--- src/rtl/vga_fb_scanout_if.sv ---
// Framebuffer pixel read port between the CPU framebuffer and the VGA scanout.
// The scanout is the master: it presents an address and takes the RGB332 byte back.
interface vga_fb_scanout_if;
  logic [31:0] vga_pixel_addr;
  logic [7:0]  vga_pixel_val;

  modport master (output vga_pixel_addr, input vga_pixel_val);
  modport slave  (input vga_pixel_addr, output vga_pixel_val);
endinterface

--- src/rtl/vga_fb_scanout.sv ---
// VGA scanout: generates raster timing, walks a low-resolution framebuffer in
// raster order (each fb pixel replicated SCALE x SCALE on screen) and expands
// RGB332 bytes to 8/8/8 for the DAC.
// Pipeline: S0 counters -> S1 address + flags -> S2 output registers.
// All outputs lag their S0 counter position by exactly two clocks.
module vga_fb_scanout #(
  parameter int          H_ACTIVE  = 640,
  parameter int          H_FP      = 16,
  parameter int          H_SYNC    = 96,
  parameter int          H_BP      = 48,
  parameter int          V_ACTIVE  = 480,
  parameter int          V_FP      = 10,
  parameter int          V_SYNC    = 2,
  parameter int          V_BP      = 33,
  parameter int          FB_W      = 160,
  parameter int          FB_H      = 120,
  parameter int          SCALE     = 4,
  parameter logic [31:0] ADDR_BASE = 32'd0,
  parameter logic [7:0]  BORDER    = 8'h00,
  parameter logic        SYNC_POL  = 1'b0
) (
  input  logic                      clk,
  input  logic                      reset,
  vga_fb_scanout_if.master          pix,
  output logic [7:0]                vga_r,
  output logic [7:0]                vga_g,
  output logic [7:0]                vga_b,
  output logic                      vga_hsync,
  output logic                      vga_vsync,
  output logic                      vga_blank_n,
  output logic                      vga_sync_n,
  output logic                      frame_start
);
  localparam int H_TOTAL = H_ACTIVE + H_FP + H_SYNC + H_BP;
  localparam int V_TOTAL = V_ACTIVE + V_FP + V_SYNC + V_BP;
  localparam int HW      = $clog2(H_TOTAL);
  localparam int VW      = $clog2(V_TOTAL);
  localparam int SW      = (SCALE > 1) ? $clog2(SCALE) : 1;

  localparam logic [HW-1:0] H_LAST = HW'(H_TOTAL - 1);
  localparam logic [HW-1:0] H_VIS  = HW'(H_ACTIVE);
  localparam logic [HW-1:0] H_HS0  = HW'(H_ACTIVE + H_FP);
  localparam logic [HW-1:0] H_HS1  = HW'(H_ACTIVE + H_FP + H_SYNC);
  localparam logic [HW-1:0] H_WIN  = HW'(FB_W * SCALE);
  localparam logic [VW-1:0] V_LAST = VW'(V_TOTAL - 1);
  localparam logic [VW-1:0] V_VIS  = VW'(V_ACTIVE);
  localparam logic [VW-1:0] V_VS0  = VW'(V_ACTIVE + V_FP);
  localparam logic [VW-1:0] V_VS1  = VW'(V_ACTIVE + V_FP + V_SYNC);
  localparam logic [VW-1:0] V_WIN  = VW'(FB_H * SCALE);
  localparam logic [SW-1:0] S_LAST = SW'(SCALE - 1);

  // S0 state
  logic [HW-1:0] hcnt;
  logic [VW-1:0] vcnt;
  logic [SW-1:0] sx;
  logic [SW-1:0] sy;
  logic [31:0]   col;
  logic [31:0]   line_base;

  // S0 decoded flags
  logic line_end, frame_end;
  logic vis0, win0, hs0, vs0, first0;

  // S1 state
  logic [31:0] addr;
  logic        vis1, win1, hs1, vs1, first1;

  // S2 colour source and expansion
  logic [7:0]  px;

  assign line_end  = (hcnt == H_LAST);
  assign frame_end = line_end && (vcnt == V_LAST);
  assign vis0      = (hcnt < H_VIS) && (vcnt < V_VIS);
  assign win0      = (hcnt < H_WIN) && (vcnt < V_WIN);
  assign hs0       = (hcnt >= H_HS0) && (hcnt < H_HS1);
  assign vs0       = (vcnt >= V_VS0) && (vcnt < V_VS1);
  assign first0    = (hcnt == '0) && (vcnt == '0);

  // Raster counters: hcnt every clock, vcnt on each line wrap
  always_ff @(posedge clk) begin
    if (reset) begin
      hcnt <= '0;
      vcnt <= '0;
    end else if (line_end) begin
      hcnt <= '0;
      vcnt <= (vcnt == V_LAST) ? '0 : vcnt + VW'(1);
    end else begin
      hcnt <= hcnt + HW'(1);
    end
  end

  // Horizontal fb column: sx divides the pixel clock by SCALE, no divider needed
  always_ff @(posedge clk) begin
    if (reset || line_end) begin
      sx  <= '0;
      col <= '0;
    end else if (sx == S_LAST) begin
      sx  <= '0;
      col <= col + 32'd1;
    end else begin
      sx  <= sx + SW'(1);
    end
  end

  // Vertical fb row base: sy counts visible lines, line_base steps one fb row per SCALE lines
  always_ff @(posedge clk) begin
    if (reset || frame_end) begin
      sy        <= '0;
      line_base <= '0;
    end else if (line_end && (vcnt < V_VIS)) begin
      if (sy == S_LAST) begin
        sy        <= '0;
        line_base <= line_base + 32'(FB_W);
      end else begin
        sy        <= sy + SW'(1);
      end
    end
  end

  // S1: issue the framebuffer address (held outside the window) and delay the flags
  always_ff @(posedge clk) begin
    if (reset) begin
      addr   <= ADDR_BASE;
      vis1   <= 1'b0;
      win1   <= 1'b0;
      hs1    <= 1'b0;
      vs1    <= 1'b0;
      first1 <= 1'b0;
    end else begin
      if (win0) begin
        addr <= ADDR_BASE + line_base + col;
      end
      vis1   <= vis0;
      win1   <= win0;
      hs1    <= hs0;
      vs1    <= vs0;
      first1 <= first0;
    end
  end

  assign pix.vga_pixel_addr = addr;
  assign px = win1 ? pix.vga_pixel_val : BORDER;

  // S2: expand RGB332 to 8/8/8 and register sync/blank alongside the colour
  always_ff @(posedge clk) begin
    if (reset) begin
      vga_r       <= 8'h00;
      vga_g       <= 8'h00;
      vga_b       <= 8'h00;
      vga_hsync   <= ~SYNC_POL;
      vga_vsync   <= ~SYNC_POL;
      vga_blank_n <= 1'b0;
      frame_start <= 1'b0;
    end else begin
      if (vis1) begin
        vga_r <= {px[7:5], px[7:5], px[7:6]};
        vga_g <= {px[4:2], px[4:2], px[4:3]};
        vga_b <= {px[1:0], px[1:0], px[1:0], px[1:0]};
      end else begin
        vga_r <= 8'h00;
        vga_g <= 8'h00;
        vga_b <= 8'h00;
      end
      vga_hsync   <= hs1 ? SYNC_POL : ~SYNC_POL;
      vga_vsync   <= vs1 ? SYNC_POL : ~SYNC_POL;
      vga_blank_n <= vis1;
      frame_start <= first1;
    end
  end

  // No sync-on-green
  assign vga_sync_n = 1'b0;
endmodule
--- src/flat_wrapper.sv ---
// flat-port wrapper written by rule: the top's interface ports become plain ports
module vga_fb_scanout_flat 
#(
  parameter int          H_ACTIVE  = 640,
  parameter int          H_FP      = 16,
  parameter int          H_SYNC    = 96,
  parameter int          H_BP      = 48,
  parameter int          V_ACTIVE  = 480,
  parameter int          V_FP      = 10,
  parameter int          V_SYNC    = 2,
  parameter int          V_BP      = 33,
  parameter int          FB_W      = 160,
  parameter int          FB_H      = 120,
  parameter int          SCALE     = 4,
  parameter logic [31:0] ADDR_BASE = 32'd0,
  parameter logic [7:0]  BORDER    = 8'h00,
  parameter logic        SYNC_POL  = 1'b0
)
  (clk, reset, vga_r, vga_g, vga_b, vga_hsync, vga_vsync, vga_blank_n, vga_sync_n, frame_start, pix_vga_pixel_addr, pix_vga_pixel_val);
  vga_fb_scanout_if pix_i ();
  input  logic clk;
  input  logic reset;
  output logic [7:0] vga_r;
  output logic [7:0] vga_g;
  output logic [7:0] vga_b;
  output logic vga_hsync;
  output logic vga_vsync;
  output logic vga_blank_n;
  output logic vga_sync_n;
  output logic frame_start;
  output wire logic [$bits(pix_i.vga_pixel_addr)-1:0] pix_vga_pixel_addr;
  input wire logic [$bits(pix_i.vga_pixel_val)-1:0] pix_vga_pixel_val;
  assign pix_vga_pixel_addr = pix_i.vga_pixel_addr;
  assign pix_i.vga_pixel_val = pix_vga_pixel_val;
  vga_fb_scanout #(.H_ACTIVE(H_ACTIVE), .H_FP(H_FP), .H_SYNC(H_SYNC), .H_BP(H_BP), .V_ACTIVE(V_ACTIVE), .V_FP(V_FP), .V_SYNC(V_SYNC), .V_BP(V_BP), .FB_W(FB_W), .FB_H(FB_H), .SCALE(SCALE), .ADDR_BASE(ADDR_BASE), .BORDER(BORDER), .SYNC_POL(SYNC_POL)) u_core (.clk(clk), .reset(reset), .pix(pix_i), .vga_r(vga_r), .vga_g(vga_g), .vga_b(vga_b), .vga_hsync(vga_hsync), .vga_vsync(vga_vsync), .vga_blank_n(vga_blank_n), .vga_sync_n(vga_sync_n), .frame_start(frame_start));
endmodule
--- config.mk ---
export PLATFORM = sky130hd
export DESIGN_NAME = vga_fb_scanout_flat
export DESIGN_NICKNAME = d
export VERILOG_FILES = /design/src/rtl/vga_fb_scanout_if.sv /design/src/rtl/vga_fb_scanout.sv /design/src/flat_wrapper.sv
export SDC_FILE = /design/constraint.sdc
export NUM_CORES = 1
export LEC_CHECK = 0
export BUFFER_PORTS_ARGS = -buffer_cell sky130_fd_sc_hd__buf_2
export CAP_MARGIN = 20
export CORE_ASPECT_RATIO = 0.5
export CORE_MARGIN = 10
export CORE_UTILIZATION = 58
export DETAILED_ROUTE_END_ITERATION = 16
export PLACE_DENSITY = 0.84
export REMOVE_ABC_BUFFERS = 1
export SKIP_LAST_GASP = 1
export SLEW_MARGIN = 25
export SYNTH_ARGS = -nofsm -noshare
export SYNTH_HDL_FRONTEND = slang
export SYNTH_SLANG_ARGS = --single-unit
--- constraint.sdc ---
create_clock -name clk -period 7.4 [get_ports clk]
set_clock_uncertainty 0.2 [all_clocks]
set_input_delay 1.11 -clock clk [delete_from_list [all_inputs] [get_ports clk]]
set_output_delay 1.11 -clock clk [all_outputs]
set_load 0.02 [all_outputs]
* Yosys cells after proc, flatten, opt, wreduce, memory -nomap -nowiden
Index checks and enable logic that the tools add are counted.
** Storage, ports and cells
- Input port bits :: 10
- Bits in registers :: 152
- Word-level logic and storage cells :: 54
** Cells by class
- Eq/ne operators :: 4
- Mux-type cells :: 4
- Reduce and logical (&&, ||, !) cells :: 14
- Add/sub/neg operators :: 7
- Magnitude comparators :: 6
- Bitwise gates (word level) :: 1
** Operators with widths (number)
- adder 32 x 1 -> 32 bit (second input constant) :: 1
- adder 32 bit :: 1
- adder 32 x 8 -> 32 bit (second input constant) :: 1
- adder 10 x 1 -> 10 bit (second input constant) :: 2
- == test 10 bit (second input constant) :: 2
- zero test 10 bit :: 2
- less-than comparator 10 bit (second input constant) :: 2
- less-than comparator 10 x 9 -> 1 bit (second input constant) :: 2
- >= comparator 10 bit (second input constant) :: 1
- >= comparator 10 x 9 -> 1 bit (second input constant) :: 1
- 2-to-1 mux 10 bit :: 1
- logical AND 1 bit :: 6
- OR reduction 2 bit :: 3
- adder 2 x 1 -> 2 bit (second input constant) :: 2
- == test 2 bit (second input constant) :: 2
- logical OR 1 bit :: 2
- 2-to-1 mux 1 bit :: 2
- 2-to-1 mux 2 bit :: 1
- AND reduction 2 bit :: 1
- inverter 1 bit :: 1

* Logic depth before layout (Yosys ltp)
- Depth after elaboration :: 3
- Mapped depth :: 10
- Gate-level depth less buffers :: 9

* Worst setup path after synthesis
Ideal clock, no wire load.
- Kind :: register -> register
- From :: register u_core.col[5]
- To :: register u_core.addr[27], in the netlist u_core.pix.vga_pixel_addr[27]
- Required time :: 7125 ps
- Buffers on the path :: 0
- Data arrival time :: 2256 ps
- Setup slack :: 4869 ps
- Cell stages (with the launch flop) :: 10
- Cell sequence :: dfxtp_1 -> ha_1 -> fa_1 -> a211oi_1 -> o21ai_0 -> nand2_1 -> a211oi_1 -> o21ai_1 -> mux2_2 -> o22ai_1
** On the way
- Cells in the longest elaborated chain, start to end :: 1
** RTL lines
- from (decl) :: line vga_fb_scanout.sv:57 : logic [31:0] col;
- from (signal assigned) :: line vga_fb_scanout.sv:99 : col <= col + 32'd1;
- adder 32 bit :: line vga_fb_scanout.sv:131 : addr <= ADDR_BASE + line_base + col;
- to (signal assigned) :: line vga_fb_scanout.sv:131
- to (decl) :: line vga_fb_scanout.sv:65 : logic [31:0] addr;
No other way between the ends.
A chain may end at the register's enable or synchronous reset.

* Final worst setup path
- From :: register u_core.hcnt[0]
- To :: register u_core.line_base[22]
** On the way
- Cells in the longest elaborated chain, start to end :: 3
- Elaborated cells between the ends (all ways) :: 5
** RTL lines
- from (decl) :: line vga_fb_scanout.sv:53 : logic [HW-1:0] hcnt;
- from (signal assigned) :: line vga_fb_scanout.sv:88 : hcnt <= hcnt + HW'(1);
- == test 10 bit * :: line vga_fb_scanout.sv:71 : assign line_end = (hcnt == H_LAST);
- logical AND 1 bit (on tied branches) :: line vga_fb_scanout.sv:110, vga_fb_scanout.sv:72
- AND reduction 2 bit (no line) / logical OR 1 bit (equally long branches)
- to (signal assigned) :: line vga_fb_scanout.sv:113 : line_base <= line_base + 32'(FB_W);
- to (decl) :: line vga_fb_scanout.sv:58 : logic [31:0] line_base;
Every way passes the cells marked *; elsewhere a longest branch is shown, timed or not.

==> qor.yml <==
status: "complete, no violations"
path_cells: "ha_1 -> and4_1 -> and4_1 -> nand3_2 -> or2_1 -> or3_1 -> a21oi_1"
wl_met2_um: 7440
endpoint_kind: "flop"
final-hold-violation-count: 0
grt_pass1_vias: 5767
cts_tree: "yes"
crit_type: "reg2reg"
p_leak_nw: 3.13
drtPass1Iterations: 5
vias: 6019
ff_latch_area_mm2: 0.00262
overflow: 0
cts_resized: 0
period_needed_ps: 2940
crit_buf_inv: 0
ys.flop_type: "dfxtp_1"
die_y_um: 96.6
final_core_utilization_pct: 68.9
cpMostUsedCell: "and4_1"
peakVddDrop_v: 0.000147
cts_hold_buffers: 0
synth.distinct_cells: 65
dr_wl_met3_um: 1120
grtUsageTotal_pct: 19.2
post_cts_buffers: 0
finalWeightedCongestion: 0.912
finalSetupTns_ps: 0
nNetsFinal: 902
via_per_inst: 5.85
clk_pin_slew_ps: 60
yosys_warnings: 0
start_util_pct: 60.7
routed.top_layer: "met4"
cp_slowest_cell: "and4_1"
p_total_mw: 1.64
max_freq_ghz: 0.340
clk_path_buf_depth: 2
num-fill-cells: 872
ys_async_sr_fraction_pct: 0
syn-cell-area_mm2: 0.00681
rsz0062_at_grt: "no"
relSlewSlack_pct: 56.0
seq_area_frac_synth_pct: 38.5
finalCritPeriodShare_pct: 39.7
drive_gt1_share_pct: 13.6
avgSynthCellArea_um2: 8.37
syn_inst: 813
setup_viol: 0
wl_per_cell_um: 16.0
critPathRequiredTime_ps: 7550
ant_nets: 0
ctsHtreeMaxLevel: 4
num_rows: 27
cts_buffers: 17
io_pins: 71
post-place-ws_ps: 4530
cp.arrival_ps: 3090
grt_max_degree: 53
wl_um: 16500
slew_viol_final: 0
worst-path-max-fanout: 17
path_delay_family: "simple AND/OR/NAND/NOR gates"
grt_pass1_wl_um: 27700
setup_ws_ps: 4460
dp_hpwl_um: 11200
synth_edf_count: 0
antenna_found_initial: 0
drt-initial-drc-count: 449
num_antenna_cells: 0
max_stage_delay_ps: 640
root_buffer: "clkbuf_16"
worst_pin_slew_ps: 660
clk_latency_ps: 420
die-area_mm2: 0.0167
multi_input_area_mm2: 0.00385
hold_slack_ps: 176
port_buffers: 69
drc: 0
clock-sinks: 131
die_w_um: 173
synthToLayoutAreaGrowth_pct: 13.5
wl_met1_um: 7540
min_path_type: "reg2reg"
synth_seq_cells: 131
p_per_area_mw_per_mm2: 212
cap_violations: 0
coreArea_mm2: 0.0112
critPathLaunchType: "flop"
[placed cells by master, fill, tap and decap left out, types with 11 or more instances in the layout]
| master | instances |
|---|---|
| nor3_1 | 21 |
| xor2_1 | 36 |
| and3_1 | 11 |
| clkbuf_16 | 17 |
| o21ai_0 | 39 |
| or3_1 | 22 |
| buf_2 | 69 |
| dfxtp_1 | 131 |
| a211oi_1 | 11 |
| nand2_1 | 75 |
| and4_1 | 12 |
| a21oi_1 | 62 |
| nand3_1 | 28 |
| xnor2_1 | 32 |
| inv_1 | 17 |
| nor2_1 | 95 |
| nand4_1 | 22 |
| ha_1 | 34 |
| and2_1 | 13 |
[cells in the mapped netlist (6+ instances only)]
cell | n | area, um2
o21ai_0 | 39 | 195
and4_1 | 12 | 105
a211oi_1 | 11 | 82.6
or3_1 | 22 | 138
inv_1 | 17 | 63.8
a21oi_1 | 62 | 310
nor3_1 | 21 | 105
xor2_1 | 36 | 315
and2_1 | 13 | 81.3
a21o_1 | 8 | 60.1
buf_2 | 6 | 30.0
o21a_1 | 7 | 52.6
nand3b_1 | 6 | 45.0
ha_1 | 34 | 425
xnor2_1 | 32 | 280
nor2b_1 | 7 | 43.8
clkbuf_1 | 19 | 71.3
dfxtp_1 | 131 | 2620
nand2_1 | 75 | 282
nand4_1 | 22 | 138
nor2_1 | 95 | 357
nand3_1 | 28 | 140
buf_4 | 18 | 135
and3_1 | 11 | 68.8
[where the power goes]
group / internal (mW) / switching [mW] / leakage, nW
combinational: 0.0149 / 0.0295 / 1.79
sequential: 0.712 / 0.00411 / 1.06
clock: 0.550 / 0.327 / 0.290
[stage by stage]
stage,area [um2],instances
after floorplan,6530,764
after global placement,7110,997
after detailed placement,7110,997
after CTS,7730,1029
after global routing,7730,1029
final,7730,1029
[state kept, by name (all words and copies together) (netlist names)]
| register | flops |
|---|---|
| u_core.col | 32 |
| u_core.first1 | 1 |
| u_core.frame_start | 1 |
| u_core.hcnt | 10 |
| u_core.hs1 | 1 |
| u_core.line_base | 27 |
| u_core.pix.vga_pixel_addr | 32 |
| u_core.sx | 2 |
| u_core.sy | 2 |
| u_core.vcnt | 10 |
| u_core.vga_b | 2 |
| u_core.vga_blank_n | 1 |
| u_core.vga_g | 3 |
| u_core.vga_hsync | 1 |
| u_core.vga_r | 3 |
| u_core.vga_vsync | 1 |
| u_core.vis1 | 1 |
| u_core.vs1 | 1 |
[path summary, 6_finish.rpt]
kind	end	from	cells past startpoint	slack, ps
hold reg to reg	u_core.vga_hsync	u_core.hs1	1	180
hold / removal	u_core.vga_hsync	u_core.hs1	1	180
setup / recovery	u_core.line_base[22]	u_core.hcnt[0]	7	4460
setup reg to reg	u_core.line_base[22]	u_core.hcnt[0]	7	4460
[cells by family after synthesis]
kind of cell / Yosys count / share of synthesized area, %
flops: 131 / 38.5
mux: 5 / 0.754
buf+inv: 66 / 4.96
other cells: 1 / 0.0551
simple gates: 344 / 25.5
xor+xnor: 68 / 8.75
fa+ha+maj: 35 / 6.54
compound gates: 163 / 14.9
[worst reg2reg max path: cells and delay by family, from the launching register on]
kind | cells | cell delay (ps)
adders and majority gates | 1 | 230
AOI/OAI and AO/OA | 1 | 150
and+or+nand+nor | 5 | 1890
DFF | 1 | 390
[area by class of cell]
type | count | area share [%]
clock buffer | 21 | 5.96
clock inverter | 11 | 1.98
inverter | 17 | 0.826
multi-input combinational | 616 | 49.8
sequential | 131 | 33.9
tap | 159 | 2.57
timing repair buffer | 74 | 4.95
[metal layers]
metal / up-vias / GRT usage, %
li1: 2937 / -
met1: 2826 / 23.6
met2: 214 / 31.6
met3: 42 / 5.19
met4: 0 / 7.45
met5: - / 0
Power figures use the tool's default switching activity.
